<file path="config.mk">
export PLATFORM = sky130hd
export DESIGN_NAME = ar_txd_flat
export DESIGN_NICKNAME = d
export VERILOG_FILES = /design/src/rtl/ar429_pkg.sv /design/src/rtl/ar_txd_if.sv /design/src/rtl/ar_bit_timer.sv /design/src/rtl/ar_txd.sv /design/src/flat_wrapper.sv
export SDC_FILE = /design/constraint.sdc
export NUM_CORES = 1
export LEC_CHECK = 0
export CORE_ASPECT_RATIO = 1.5
export CORE_MARGIN = 1.5
export CORE_UTILIZATION = 50
export DETAILED_ROUTE_END_ITERATION = 8
export GPL_ROUTABILITY_DRIVEN = 0
export PLACE_DENSITY = 0.73
export SLEW_MARGIN = 10
export SYNTH_ARGS = -nofsm -noshare
export SYNTH_HDL_FRONTEND = slang
export SYNTH_SLANG_ARGS = --single-unit
export TNS_END_PERCENT = 5
</file>
<file path="constraint.sdc">
create_clock -name clk -period 3.7 [get_ports clk]
set_input_delay 0.74 -clock clk [delete_from_list [all_inputs] [get_ports clk]]
set_output_delay 0.74 -clock clk [all_outputs]
set_load 0.05 [all_outputs]
</file>
<file path="src/rtl/ar429_pkg.sv">
// ar429_pkg -- shared definitions for the ARINC-429 transmitter slice.
//   AR_WORD_BITS / AR_LBL_W / AR_DAT_W : word, label and data field widths
//   ar_state_e                         : transmitter FSM states
//   half_cnt()                         : clk cycles per half bit for a given rate
//   ar_rev_dat()                       : bit-reverse of the data field (line order is dat[0] first)
package ar429_pkg;

    localparam int AR_WORD_BITS = 32;
    localparam int AR_LBL_W     = 8;
    localparam int AR_DAT_W     = 23;

    typedef enum logic [1:0] {
        IDLE,
        SEND,
        GAP
    } ar_state_e;

    function automatic int half_cnt(input int clk_hz, input int rate);
        return clk_hz / (2 * rate);
    endfunction

    function automatic logic [AR_DAT_W-1:0] ar_rev_dat(input logic [AR_DAT_W-1:0] d);
        logic [AR_DAT_W-1:0] r;
        for (int i = 0; i < AR_DAT_W; i++) begin
            r[i] = d[AR_DAT_W-1-i];
        end
        return r;
    endfunction

endpackage

</file>
<file path="src/rtl/ar_txd_if.sv">
// ar_txd_if -- word request / line side bundle of the ARINC-429 transmitter.
//   adr[7:0]  label, MSB first on the line
//   dat[22:0] data field, dat[0] first on the line
//   st        one-clk start strobe
//   sel_lo    rate select (1 = low speed), sampled with st
//   TXD1/TXD0 bipolar RZ line pair
//   busy      word or gap in progress
//   done      one-clk pulse at the end of the gap
// master = word source, slave = transmitter.
interface ar_txd_if;
    import ar429_pkg::*;

    logic [AR_LBL_W-1:0] adr;
    logic [AR_DAT_W-1:0] dat;
    logic                st;
    logic                sel_lo;
    logic                TXD1;
    logic                TXD0;
    logic                busy;
    logic                done;

    modport master (
        output adr, dat, st, sel_lo,
        input  TXD1, TXD0, busy, done
    );

    modport slave (
        input  adr, dat, st, sel_lo,
        output TXD1, TXD0, busy, done
    );
endinterface

</file>
<file path="src/rtl/ar_bit_timer.sv">
// ar_bit_timer -- half-bit tick generator.
//   clk, rst : clock, asynchronous active-high reset
//   en       : count while high; counter and phase held at 0 while low
//   sel_lo   : 1 selects the low-speed half period
//   tick     : high in the last clk of each half bit
//   phase    : 0 = active half, 1 = null half
module ar_bit_timer
    import ar429_pkg::*;
#(
    parameter int CLK_HZ  = 50_000_000,
    parameter int RATE_HI = 100_000,
    parameter int RATE_LO = 12_500
) (
    input  logic clk,
    input  logic rst,
    input  logic en,
    input  logic sel_lo,
    output logic tick,
    output logic phase
);
    localparam int HALF_HI  = half_cnt(CLK_HZ, RATE_HI);
    localparam int HALF_LO  = half_cnt(CLK_HZ, RATE_LO);
    localparam int HALF_MAX = (HALF_LO > HALF_HI) ? HALF_LO : HALF_HI;
    localparam int CW       = $clog2(HALF_MAX + 1);

    logic [CW-1:0] cnt_q, cnt_d;
    logic [CW-1:0] last;
    logic          phase_q, phase_d;

    assign last  = sel_lo ? CW'(HALF_LO - 1) : CW'(HALF_HI - 1);
    assign tick  = en && (cnt_q == last);
    assign phase = phase_q;

    always_comb begin
        cnt_d   = cnt_q;
        phase_d = phase_q;
        if (!en) begin
            cnt_d   = '0;
            phase_d = 1'b0;
        end else if (tick) begin
            cnt_d   = '0;
            phase_d = ~phase_q;
        end else begin
            cnt_d   = cnt_q + 1'b1;
        end
    end

    always_ff @(posedge clk or posedge rst) begin
        if (rst) begin
            cnt_q   <= '0;
            phase_q <= 1'b0;
        end else begin
            cnt_q   <= cnt_d;
            phase_q <= phase_d;
        end
    end
endmodule

</file>
<file path="src/rtl/ar_txd.sv">
// ar_txd -- ARINC-429 word transmitter (bipolar RZ, odd parity, null gap).
//   clk, rst : clock, asynchronous active-high reset
//   bus      : ar_txd_if.slave -- adr/dat/st/sel_lo in, TXD1/TXD0/busy/done out
// Line order: adr[7..0], dat[0..22], parity. Each bit is HALF clk active
// followed by HALF clk null; the word is followed by GAP_BITS null bits.
module ar_txd
    import ar429_pkg::*;
#(
    parameter int CLK_HZ   = 50_000_000,
    parameter int RATE_HI  = 100_000,
    parameter int RATE_LO  = 12_500,
    parameter int GAP_BITS = 4
) (
    input  logic    clk,
    input  logic    rst,
    ar_txd_if.slave bus
);
    localparam int GAP_W = $clog2(2 * GAP_BITS);

    ar_state_e               state_q, state_d;
    logic [AR_WORD_BITS-1:0] sr_q, sr_d;
    logic [5:0]              idx_q, idx_d;
    logic [GAP_W-1:0]        gap_q, gap_d;
    logic                    sel_q, sel_d;
    logic                    txd1_q, txd1_d;
    logic                    txd0_q, txd0_d;
    logic                    busy_q, busy_d;
    logic                    done_q, done_d;
    logic                    tick, phase;
    logic                    parity;

    ar_bit_timer #(
        .CLK_HZ  (CLK_HZ),
        .RATE_HI (RATE_HI),
        .RATE_LO (RATE_LO)
    ) u_timer (
        .clk    (clk),
        .rst    (rst),
        .en     (state_q != IDLE),
        .sel_lo (sel_q),
        .tick   (tick),
        .phase  (phase)
    );

    // Odd parity: total number of ones over the 32-bit word is odd.
    assign parity = ~^{bus.adr, bus.dat};

    always_comb begin
        state_d = state_q;
        sr_d    = sr_q;
        idx_d   = idx_q;
        gap_d   = gap_q;
        sel_d   = sel_q;
        txd1_d  = 1'b0;
        txd0_d  = 1'b0;
        busy_d  = busy_q;
        done_d  = 1'b0;
        unique case (state_q)
            IDLE: begin
                busy_d = 1'b0;
                if (bus.st) begin
                    // Shift register is MSB-first, so the data field is stored reversed.
                    sr_d    = {bus.adr, ar_rev_dat(bus.dat), parity};
                    sel_d   = bus.sel_lo;
                    idx_d   = '0;
                    busy_d  = 1'b1;
                    txd1_d  = bus.adr[AR_LBL_W-1];
                    txd0_d  = ~bus.adr[AR_LBL_W-1];
                    state_d = SEND;
                end
            end
            SEND: begin
                if (!tick) begin
                    txd1_d = txd1_q;
                    txd0_d = txd0_q;
                end else if (phase) begin
                    // End of a null half: start the next bit or move into the gap.
                    if (idx_q == 6'(AR_WORD_BITS - 1)) begin
                        gap_d   = '0;
                        state_d = GAP;
                    end else begin
                        idx_d  = idx_q + 6'd1;
                        sr_d   = {sr_q[AR_WORD_BITS-2:0], 1'b0};
                        txd1_d = sr_q[AR_WORD_BITS-2];
                        txd0_d = ~sr_q[AR_WORD_BITS-2];
                    end
                end
            end
            GAP: begin
                if (tick) begin
                    if (gap_q == GAP_W'(2 * GAP_BITS - 1)) begin
                        done_d  = 1'b1;
                        busy_d  = 1'b0;
                        state_d = IDLE;
                    end else begin
                        gap_d = gap_q + 1'b1;
                    end
                end
            end
            default: state_d = IDLE;
        endcase
    end

    always_ff @(posedge clk or posedge rst) begin
        if (rst) begin
            state_q <= IDLE;
            idx_q   <= '0;
            gap_q   <= '0;
            sel_q   <= 1'b0;
            txd1_q  <= 1'b0;
            txd0_q  <= 1'b0;
            busy_q  <= 1'b0;
            done_q  <= 1'b0;
        end else begin
            state_q <= state_d;
            idx_q   <= idx_d;
            gap_q   <= gap_d;
            sel_q   <= sel_d;
            txd1_q  <= txd1_d;
            txd0_q  <= txd0_d;
            busy_q  <= busy_d;
            done_q  <= done_d;
        end
    end

    // Word payload needs no reset: it is always loaded before it is shifted out.
    always_ff @(posedge clk) begin
        sr_q <= sr_d;
    end

    assign bus.TXD1 = txd1_q;
    assign bus.TXD0 = txd0_q;
    assign bus.busy = busy_q;
    assign bus.done = done_q;

    a_lines_exclusive: assert property (@(posedge clk) disable iff (rst) !(txd1_q && txd0_q));
endmodule
</file>
<file path="src/flat_wrapper.sv">
// flat-port wrapper written by rule: the top's interface ports become plain ports
module ar_txd_flat import ar429_pkg::*;
#(
    parameter int CLK_HZ   = 50_000_000,
    parameter int RATE_HI  = 100_000,
    parameter int RATE_LO  = 12_500,
    parameter int GAP_BITS = 4
)
  (clk, rst, bus_adr, bus_dat, bus_st, bus_sel_lo, bus_TXD1, bus_TXD0, bus_busy, bus_done);
  ar_txd_if bus_i ();
  input  logic clk;
  input  logic rst;
  input wire logic [$bits(bus_i.adr)-1:0] bus_adr;
  input wire logic [$bits(bus_i.dat)-1:0] bus_dat;
  input wire logic [$bits(bus_i.st)-1:0] bus_st;
  input wire logic [$bits(bus_i.sel_lo)-1:0] bus_sel_lo;
  output wire logic [$bits(bus_i.TXD1)-1:0] bus_TXD1;
  output wire logic [$bits(bus_i.TXD0)-1:0] bus_TXD0;
  output wire logic [$bits(bus_i.busy)-1:0] bus_busy;
  output wire logic [$bits(bus_i.done)-1:0] bus_done;
  assign bus_i.adr = bus_adr;
  assign bus_i.dat = bus_dat;
  assign bus_i.st = bus_st;
  assign bus_i.sel_lo = bus_sel_lo;
  assign bus_TXD1 = bus_i.TXD1;
  assign bus_TXD0 = bus_i.TXD0;
  assign bus_busy = bus_i.busy;
  assign bus_done = bus_i.done;
  ar_txd #(.CLK_HZ(CLK_HZ), .RATE_HI(RATE_HI), .RATE_LO(RATE_LO), .GAP_BITS(GAP_BITS)) u_core (.clk(clk), .rst(rst), .bus(bus_i));
endmodule
</file>
* Word-level counts from Yosys, hierarchy flattened
Cells that the tools add are included.
** Cells by class
- $add $sub $neg :: 3
- Multiply operators :: 0
- Div/mod/pow operators :: 0
- Magnitude comparators :: 0
- Eq/ne operators :: 14
- Shift operators :: 0
- Multiplexer cells :: 45
- Bitwise gates (word level) :: 3
- Reduce and logical (&&, ||, !) cells :: 12
** Operators by type and width (count)
- $mux W31 :: 4
- $pmux W31 S2 :: 1
- $mux W11 :: 3
- $reduce_xnor A31 Y1 :: 1
- $mux W6 :: 4
- $mux W1 :: 16
- $mux W3 :: 5
- $mux W2 :: 6
- $pmux W6 S2 :: 1
- $reduce_and A6 Y1 :: 2
- $add A11 B1 Y11 const B :: 1
- $eq A11 B11 Y1 :: 1
- $ne A2 B1 Y1 const B :: 5
- $ne A2 B2 Y1 const B :: 4
- $reduce_bool A2 Y1 :: 4
- $add A6 B1 Y6 const B :: 1
- $eq A6 B5 Y1 const B :: 1
- $pmux W1 S2 :: 3
- $pmux W2 S3 :: 1
- $pmux W3 S2 :: 1
- $reduce_and A5 Y1 :: 1
- $add A3 B1 Y3 const B :: 1
- $eq A3 B3 Y1 const B :: 1
- $not A1 Y1 :: 3
- other kinds (6) :: 6
** Storage, ports and cells
- Flip-flop bits (word level) :: 59
- Bits in latches :: 0
- RAM bits :: 0
- Memory bits (read-only) :: 0
- Output and inout port bits :: 4
- Word-level logic and storage cells :: 88
- Memories kept :: 0

* Logic depth before layout (Yosys ltp)
Gate-level depths: netlist of run 1.
- Word-level depth :: 5
- Gate-level depth with buffers :: 7

* Cells and area by module
Synthesis of run 1 repeated with hierarchy kept, for this count alone.
** Unflattened totals
- Cells, all modules :: 243
- Area, all modules :: 3036.7 um^2
** Modules (own cells, without submodules)
- ar_txd :: times used 1, cells an instance 180, area each 2421.1 um^2, sequential area each 1331.3 um^2
- ar_bit_timer :: times used 1, cells an instance 63, area each 615.6 um^2, sequential area each 300.3 um^2

* Worst setup path before layout of run 1
Ideal clock, no wire load.
- Path kind :: register to register
- Start point :: register u_core.u_timer.cnt_q[8]
- End point :: register u_core.sr_q[0], enable pin
- Data arrival time :: 2.699 ns
- Required time :: 3.282 ns
- Slack :: 0.583 ns
- Cell stages (with the launch flop) :: 6
- Period minus slack after synthesis :: 3.117 ns
- Cells stage by stage :: dfrtp_1 or4_4 o2bb2ai_4 a21oi_2 buf_6 nor3_2
** On the way
- Longest elaborated chain between the ends :: 4
** RTL lines
- from (decl) :: RTL line ar_bit_timer.sv:26 : logic [CW-1:0] cnt_q, cnt_d;
- from (signal assigned) :: RTL line ar_bit_timer.sv:53 : cnt_q <= cnt_d;
- $eq A11 B11 Y1 :: RTL line ar_bit_timer.sv:31 : assign tick = en && (cnt_q == last);
- $logic_and A1 B1 Y1 :: RTL line ar_bit_timer.sv:31
- $ne A2 B1 Y1 (no source line)
- $reduce_and A5 Y1 (no source line)
- to (signal assigned) :: RTL line ar_txd.sv:128 : sr_q <= sr_d;
- to (decl) :: RTL line ar_txd.sv:21 : logic [AR_WORD_BITS-1:0] sr_q, sr_d;
No other way between the ends.
A chain may end at the register's enable or synchronous reset.

* Worst setup path after layout of run 1
- Start point :: register u_core.u_timer.cnt_q[8]
- End point :: register u_core.sr_q[1], enable pin
The elaborated chain is that of the path after synthesis.

==> run metrics, run 1 <==
I/O Pins 39; Critical Path Sink Type register; critical path launch point type register; Crit Path Category reg -> reg; fin nets 320; sequential element share of the synthesized area 53.3%; post-route ant nets 0; EDFF count, synth 31; worst-path fanout max 33; number of diodes 0; fmax 0.428 GHz; crit share post-route 63.2%; Wirelength per Cell 15.2 um; slowest CP cell or4_4; post-synth top area share 30.4%; status completed; cts repair resizes 0; total number of vias 1974; Critical Path RT 3.69 ns; Largest delay share family, worst path simple AND/OR/NAND/NOR gates; Final setup viols 0; maximum VDD drop 329 uV; Final Slew Violations 0; proportion of layout cells with a drive suffix above 1 19.9%; P per Cell Area 477 nW/um2; Buf+Inv Stages, Crit Path 1; RSZ-0062 raised after global routing false; residual DRC count 0; Skew-Pair Late Insertion Delay 0.34 ns; GRT Util Overall 19.0%; drt total wl 5.44 mm; syn nets 278; DIE HEIGHT 98.9 um; vias in the first global route 2034; initial antenna violation count 0; DP HPWL 3.80 mm; starting density of the core 52.2%; CTS tree yes; largest net degree at the start of global routing 34; Final Hold Vio Count 0; Final Core Density 63.8%; CTS H-Tree Depth 3; CTS Buffer Depth 2; final setup TNS 0 ns; postcts setup bufs 0; TritonRoute pass-1 iters 4; clock sinks 59; Clock transition at path regs 0.07 ns; Tmin final 2.34 ns; 1st-iter DRT viols 151; Fin Clk Skew 0.00941 ns; die area 6610 um2; Fill cells 489; worst-path cell chain or4_4 > o2bb2ai_4 > a21oi_2 > nor3_4 > buf_4; Synth area leaders edfxtp_1 30%, dfrtp_1 23%, mux2_2 12%, xnor2_1 7.7%, xnor3_1 2.9%; Seq cells post-synth 59; slowest cell delay on critical path 0.57 ns; first-pass GRT wire length 9.23 mm; TritonCTS Buffers 9; Synth area leader edfxtp_1; Min-Delay Path Class reg -> reg; Setup crit start u_core.u_timer.cnt_q[8]$_DFF_PP0_; syn avg cell area 12.8 um2; cell count after synthesis 239; Port Buf Inserts 38; clock tree root driver cell clkbuf_8; Pwr Total 1.79 mW; Congestion Overflow GR 0; Post-CTS Hold Buffers 0; Slew @ Worst Pin 1.08 ns; FP Rows 34; Rel. slew slack 27.8%; Post-Syn Area 3060 um2; HP Start u_core.gap_q[2]$_DFFE_PP0P_; Leakage 1.47 nW; CORE AREA 5870 um2; Worst EP arrival 2.33 ns; Via density 5.51; Worst R2R Start u_core.u_timer.cnt_q[8]$_DFF_PP0_; Die Width 66.9 um; distinct cell type count after synthesis 41; Area Overhead vs Synth 22.3%; yosys warns 0; most common flop cell mapped by yosys edfxtp_1; commonest cells in the netlist 34 x mux2_2, 31 x edfxtp_1, 28 x dfrtp_1, 27 x xnor2_1, 21 x nor2_1; Synth async-reset ratio 47.5%; max-capacitance violation count 0; WHS 0.518 ns; most frequent cell after synthesis mux2_2
## layout make-up
| class | instances | area [um2] | share of cell area [%] |
|---|---|---|---|
| Sequential cell | 59 | 1630 | 43.6 |
| Multi-Input combinational cell | 163 | 1370 | 36.5 |
| Timing Repair Buffer | 40 | 395 | 10.6 |
| Clock buffer | 10 | 128 | 3.41 |
| Clock inverter | 6 | 104 | 2.77 |
| Tap cell | 72 | 90.1 | 2.41 |
| Inverter | 8 | 30.0 | 0.802 |
## worst paths after layout
check	endpoint	slack, ns	cells after the start
hold reg to reg	u_core.gap_q[2]$_DFFE_PP0P_	0.52	1
max in group asynchronous	u_core.idx_q[2]$_DFFE_PP0P_	2.07	2
setup / recovery	u_core.sr_q[1]$_DFFE_PP_	1.36	5
hold / removal	u_core.gap_q[2]$_DFFE_PP0P_	0.52	1
setup reg to reg	u_core.sr_q[1]$_DFFE_PP_	1.36	5
min in group asynchronous	u_core.sel_q$_DFFE_PP0P_	0.97	2
## cells in the final DEF (no fill, tap or decap), types with 2 or more instances in the layout
cell,netlist,final
nand3_1,4,4
or3_1,2,2
ha_1,4,4
clkbuf_8,0,9
mux2_2,34,34
o41ai_1,3,3
inv_1,8,8
nand4bb_1,2,2
xnor3_1,4,4
or4b_1,3,3
and2_1,3,3
o21bai_1,2,2
clkdlybuf4s50_1,0,38
clkinv_2,0,2
nor2_1,21,21
edfxtp_1,31,31
dfrtp_1,28,28
o22ai_1,2,2
buf_4,0,2
nand4_1,4,4
nor3_1,2,2
xor2_1,5,5
xnor2_1,27,27
bufinv_16,0,3
nand2_1,12,12
and3_1,4,4
mux2i_1,3,3
a21oi_1,6,6
## power breakdown
group,internal [mW],switching (mW)
registers,0.734,0.0557
clock network,0.443,0.253
logic,0.172,0.130
total,1.35,0.438
## routing by layer
layer	up-vias	part of all wire, %	track usage, %	wire length, um
met5	-	0	0	0
met4	0	2.5	9.89	137
met3	11	3.6	4.68	194
met2	37	54	32.5	2920
met1	975	40	21.3	2190
li1	951	-	-	-
## sequential cells by signal (all words and copies together) (netlist names)
name                  flops
u_core.u_timer.cnt_q     11
u_core.sel_q              1
u_core.bus.TXD1           1
u_core.gap_q              3
u_core.sr_q              31
u_core.bus.done           1
u_core.bus.TXD0           1
u_core.state_q            2
u_core.idx_q              6
u_core.bus.busy           1
u_core.u_timer.phase      1
## cells by family after synthesis
kind of cell | synth area share, %
DFF | 53.3
AOI/OAI and AO/OA | 6.41
buffers and inverters | 2.41
and+or+nand+nor | 10.7
muxes | 13.5
xor gates and xnor gates | 12.1
adders and majority gates | 1.63
## metrics by stage
step / setup slack (ns) / instance area (um2) / instances
floorplan: 0.583 / 3060 / 239
global placement: 1.12 / 3510 / 342
detailed placement: 1.10 / 3510 / 342
CTS: 1.36 / 3740 / 358
global route: 1.27 / 3740 / 358
finish: 1.36 / 3740 / 358
(Power assumes the default switching activity.)
==> run 2: changes to the inputs <==
==> constraint.sdc (replaced) <==
create_clock -name clk -period 2.35 [get_ports clk]
set_input_delay 0.47 -clock clk [delete_from_list [all_inputs] [get_ports clk]]
set_output_delay 0.47 -clock clk [all_outputs]
set_load 0.05 [all_outputs]
==> run 2 against run 1 <==
Against the previous run: combinational power is 57% higher; count of clock-buffer cells in the layout increased by 1; worst hold slack lost 0.014 ns; cell count grew 0.56%; non-clock buffer count increased by 2; flip-flop and latch count stayed put.
==> run metrics, run 2 (synthesis results as in run 1) <==
maximum VDD drop 449 uV; Critical R2R Capture u_core.idx_q[4]$_DFFE_PP0P_; DP HPWL 3.80 mm; Clock transition at path regs 0.07 ns; leading cell type in the layout, fill and taps excluded clkdlybuf4s50_1; Tmin final 2.07 ns; I/O Pins 39; Register-to-Register Path Depth 5; slowest cell delay on critical path 0.56 ns; number of diodes 0; max reg flops 31; worst-path fanout max 12; Final Hold Vio Count 0; cts repair resizes 0; total number of vias 1965; fin nets 322; critical path launch point type register; drt total wl 5.49 mm; post-route insts no fill 360; max-capacitance violation count 0; DIE HEIGHT 98.9 um; status completed; clock tree root driver cell clkbuf_8; Largest regs u_core.sr_q: 31 flops, u_core.u_timer.cnt_q: 11 flops, u_core.idx_q: 6 flops; Via density 5.46; vias in the first global route 1987; RSZ-0062 raised after global routing false; crit share post-route 88.3%; Critical Path Sink Type register; first-pass GRT wire length 9.06 mm; Leakage 1.47 nW; P per Cell Area 729 nW/um2; placed inst area 3540 um2; Skew-Pair Late Insertion Delay 0.34 ns; Worst EP arrival 2.35 ns; proportion of layout cells with a drive suffix above 1 20.5%; most frequent cells in the layout 38 x clkdlybuf4s50_1, 34 x mux2_2, 31 x edfxtp_1; clock sinks 59; initial antenna violation count 0; residual DRC count 0; TritonRoute pass-1 iters 4; Post-CTS Hold Buffers 0; GRT Util Overall 18.7%; Min-Delay Path Class in -> async; Port Buf Inserts 38; Area Overhead vs Synth 22.7%; die area 6610 um2; Slew @ Worst Pin 0.562 ns; CORE AREA 5870 um2; Final setup viols 0; Congestion Overflow GR 0; Worst R2R Start u_core.u_timer.cnt_q[9]$_DFF_PP0_; TritonCTS Buffers 9; Rel. slew slack 62.6%; postcts setup bufs 0; worst-path cell chain or4_4 > o2bb2ai_4 > a21oi_2 > or4b_1 > a21oi_1; R2R setup slack 0.28 ns; largest net degree at the start of global routing 34; CTS Buffer Depth 2; Most flops, register u_core.sr_q; Pwr Total 2.74 mW; slowest CP cell or4_4; CTS H-Tree Depth 3; Wirelength per Cell 15.2 um; Critical Path RT 2.62 ns; Crit Path Category reg -> reg; FP Rows 34; post-route ant nets 0; Post-Place Cells 344; CTS tree yes; 1st-iter DRT viols 149; Final Slew Violations 0; Die Width 66.9 um; starting density of the core 52.2%; fmax 0.482 GHz; Fin Clk Skew 0.00847 ns; Final Core Density 64.0%; Fill cells 476; Design Area, Final 3760 um2
==> run 2: cell count changes in the layout (fill, tap and decap cells not counted), sizes merged <==
cell      change
clkinvlp      +1
clkinv        -1
bufinv        -1
buf           +2
clkbuf        +1
==> run 2: routing by layer <==
| metal | global-route usage (%) | vias to the layer above | routed length, um | part of all wire (%) |
|---|---|---|---|---|
| met2 | 30.1 | 46 | 2900 | 53 |
| met5 | 0 | - | 0 | 0 |
| li1 | - | 952 | - | - |
| met4 | 11.3 | 0 | 157 | 2.9 |
| met3 | 4.68 | 14 | 225 | 4.1 |
| met1 | 22.1 | 953 | 2200 | 40 |
==> run 2: worst max-delay path, delay by kind of cell (launching register included) <==
family	cells	cell delay, ns
AO/OA/AOI/OAI	3	0.48
flip-flops	1	0.43
AND/OR/NAND/NOR	2	1.10
==> run 2: stage by stage <==
| step | hold slack [ns] | setup WS (ns) | setup TNS, ns |
|---|---|---|---|
| global route | 0.540 | 0.177 | 0 |
| detailed placement | 0.509 | -0.00706 | -0.00706 |
| CTS | 0.501 | 0.268 | 0 |
| floorplan | 0.472 | -0.169 | -5.45 |
| global placement | 0.496 | 0.0332 | 0 |
| finish | 0.504 | 0.275 | 0 |
==> run 2: final cells by class <==
cell class | instances | area, um2 | share of cell area (%)
Multi-Input combinational cell | 163 | 1370 | 36.4
Clock buffer | 11 | 141 | 3.76
Timing Repair Buffer | 42 | 423 | 11.3
Inverter | 8 | 30.0 | 0.799
Sequential cell | 59 | 1630 | 43.4
Tap cell | 72 | 90.1 | 2.40
Clock inverter | 5 | 76.3 | 2.03
==> run 2: how the worst max path moves through the flow <==
stage | from | end | slack, ns | cells after the start
floorplan | u_core.u_timer.cnt_q[9]$_DFF_PP0_ | u_core.sr_q[0]$_SDFFCE_PP0P_ | -0.17 | 5
global placement | bus_dat[13] | u_core.sr_q[0]$_SDFFCE_PP0P_ | 0.03 | 6
detailed placement | bus_dat[13] | u_core.sr_q[0]$_SDFFCE_PP0P_ | -0.007 | 6
CTS | u_core.u_timer.cnt_q[9]$_DFF_PP0_ | u_core.idx_q[3]$_DFFE_PP0P_ | 0.27 | 5
global route | u_core.u_timer.cnt_q[9]$_DFF_PP0_ | u_core.idx_q[3]$_DFFE_PP0P_ | 0.18 | 5
finish | u_core.u_timer.cnt_q[9]$_DFF_PP0_ | u_core.idx_q[4]$_DFFE_PP0P_ | 0.28 | 5
==> run 2: report_power, final <==
group	internal, mW	switching (mW)
sequential	1.16	0.0866
combinational	0.273	0.202
clock	0.621	0.405
==> run 3: changes to the inputs <==
--- a/config.mk
+++ b/config.mk
@@ -10,7 +10,7 @@
 export CORE_UTILIZATION = 50
 export DETAILED_ROUTE_END_ITERATION = 8
 export GPL_ROUTABILITY_DRIVEN = 0
-export PLACE_DENSITY = 0.73
+export PLACE_DENSITY = 0.78
 export SLEW_MARGIN = 10
 export SYNTH_ARGS = -nofsm -noshare
 export SYNTH_HDL_FRONTEND = slang
==> run 3 against run 2 <==
Against the previous run: sequential power is essentially flat; clock skew is essentially flat; highest routed layer unchanged; critical path depth is the same; power shrank 8.6%; clock power shrank 24%; routed wire length shrank 0.57%; critical path type unchanged.
==> run metrics, run 3 (synthesis results as in run 1) <==
critical path launch point type register; CTS tree yes; post-route ant nets 0; Design Area, Final 3700 um2; Final Slew Violations 0; Tmin final 2.08 ns; postcts setup bufs 0; 1st-iter DRT viols 115; clock tree root driver cell clkbuf_8; Most flops, register u_core.sr_q; die area 6610 um2; vias in the first global route 2035; Final setup viols 0; total number of vias 1953; GRT Util Overall 18.7%; Largest delay share family, worst path simple AND/OR/NAND/NOR gates; Fin Clk Skew 0.00829 ns; Min-Delay Path Class in -> async; residual DRC count 0; Switch Pwr 0.671 mW; initial antenna violation count 0; largest net degree at the start of global routing 34; clock sinks 59; Buf+Inv Stages, Crit Path 0; Clock transition at path regs 0.07 ns; leading cell type in the layout, fill and taps excluded clkdlybuf4s50_1; I/O Pins 39; FP Rows 34; Slew @ Worst Pin 0.557 ns; part of the power in registers 49.6%; P per Cell Area 676 nW/um2; Post-CTS Hold Buffers 0; TritonRoute pass-1 iters 4; slowest cell delay on critical path 0.57 ns; Worst EP arrival 2.34 ns; Rel. slew slack 62.8%; Critical Path RT 2.61 ns; Largest regs u_core.sr_q: 31 flops, u_core.u_timer.cnt_q: 11 flops, u_core.idx_q: 6 flops; number of diodes 0; Congestion Overflow GR 0; fmax 0.480 GHz; final setup TNS 0 ns; Critical Path Sink Type register; CORE AREA 5870 um2; slowest CP cell or4_4; CTS H-Tree Depth 3; Crit Path Category reg -> reg; maximum VDD drop 516 uV; TritonCTS Buffers 9; proportion of layout cells with a drive suffix above 1 19.8%; Skew-Pair Late Insertion Delay 0.33 ns; DIE HEIGHT 98.9 um; max reg flops 31; most frequent cells in the layout 38 x clkdlybuf4s50_1, 34 x mux2_2, 31 x edfxtp_1; first-pass GRT wire length 9.18 mm; worst-path cell chain or4_4 > o2bb2ai_4 > a21oi_2 > or4b_1 > a21oi_1; Area Overhead vs Synth 20.9%; Final Hold Vio Count 0; worst-path fanout max 12; Pint 1.83 mW; status completed; DP HPWL 3.88 mm; drt total wl 5.46 mm; cts repair resizes 0; clock power share 31.4%; crit share post-route 88.6%; Comb power frac 19.1%; starting density of the core 52.2%; RSZ-0062 raised after global routing false; placed inst area 3540 um2; max-capacitance violation count 0; Final Core Density 63.1%; Via density 5.43; fin nets 322; Port Buf Inserts 38; CTS Buffer Depth 2; final worst slack 0.267 ns; Wirelength per Cell 15.2 um; worst slack, placed -0.0225 ns; Die Width 66.9 um; Net Sw Frac 26.8%; Leakage 1.45 nW
run 3: cell types whose count changed in the layout (fill, tap and decap cells not counted), sizes merged:
cell      change
clkinv        +1
bufinv        -2
clkbuf        +2
clkinvlp      -1
run 3: stage by stage:
| step | std cells | hold WS, ns | power (mW) |
|---|---|---|---|
| 3_5_place_dp | 344 | 0.510 | 1.74 |
| 4_1_cts | 360 | 0.514 | 2.54 |
| 6_report | 360 | 0.508 | 2.50 |
| 3_3_place_gp | 344 | 0.496 | 1.73 |
| 5_1_grt | 360 | 0.548 | 2.64 |
| 2_1_floorplan | 239 | 0.472 | 1.59 |
run 3: worst paths after layout:
kind | cells after the start | end | startpoint | slack, ns
max reg2reg | 5 | u_core.idx_q[4]$_DFFE_PP0P_ | u_core.u_timer.cnt_q[9]$_DFF_PP0_ | 0.27
min in group clk | 1 | u_core.u_timer.cnt_q[0]$_DFF_PP0_ | u_core.u_timer.cnt_q[0]$_DFF_PP0_ | 0.52
min | 3 | u_core.idx_q[4]$_DFFE_PP0P_ | rst | 0.51
min reg2reg | 1 | u_core.u_timer.cnt_q[0]$_DFF_PP0_ | u_core.u_timer.cnt_q[0]$_DFF_PP0_ | 0.52
max in group asynchronous | 3 | u_core.idx_q[1]$_DFFE_PP0P_ | rst | 1.58
max | 5 | u_core.idx_q[4]$_DFFE_PP0P_ | u_core.u_timer.cnt_q[9]$_DFF_PP0_ | 0.27
run 3: routing by layer:
layer | global-route usage (%) | share of wire (%) | up-vias
li1 | - | - | 958
met1 | 20.4 | 41 | 952
met2 | 33.1 | 54 | 35
met3 | 6.28 | 3.4 | 8
met4 | 6.59 | 1.6 | 0
met5 | 0 | 0 | -
run 3: area by class of cell:
type / instances / area (um2)
clock buffer: 13 / 149
clock inverter: 3 / 13.8
fill: 476 / 2170
inverter: 8 / 30.0
multi-input combinational: 163 / 1370
sequential: 59 / 1630
tap: 72 / 90.1
timing repair buffer: 42 / 423
run 3: power by group through the flow:
stage	combinational, mW	clock [mW]	sequential (mW)
3_5_place_dp	0.484	0	1.26
4_1_cts	0.485	0.813	1.24
6_report	0.477	0.786	1.24
2_1_floorplan	0.331	0	1.26
5_1_grt	0.530	0.854	1.26
3_3_place_gp	0.469	0	1.26
run 3: tightest hold or removal path: stages:
cell             delay [ns]
clkdlybuf4s50_1        0.40
inv_1                  0.05
buf_4                  0.33
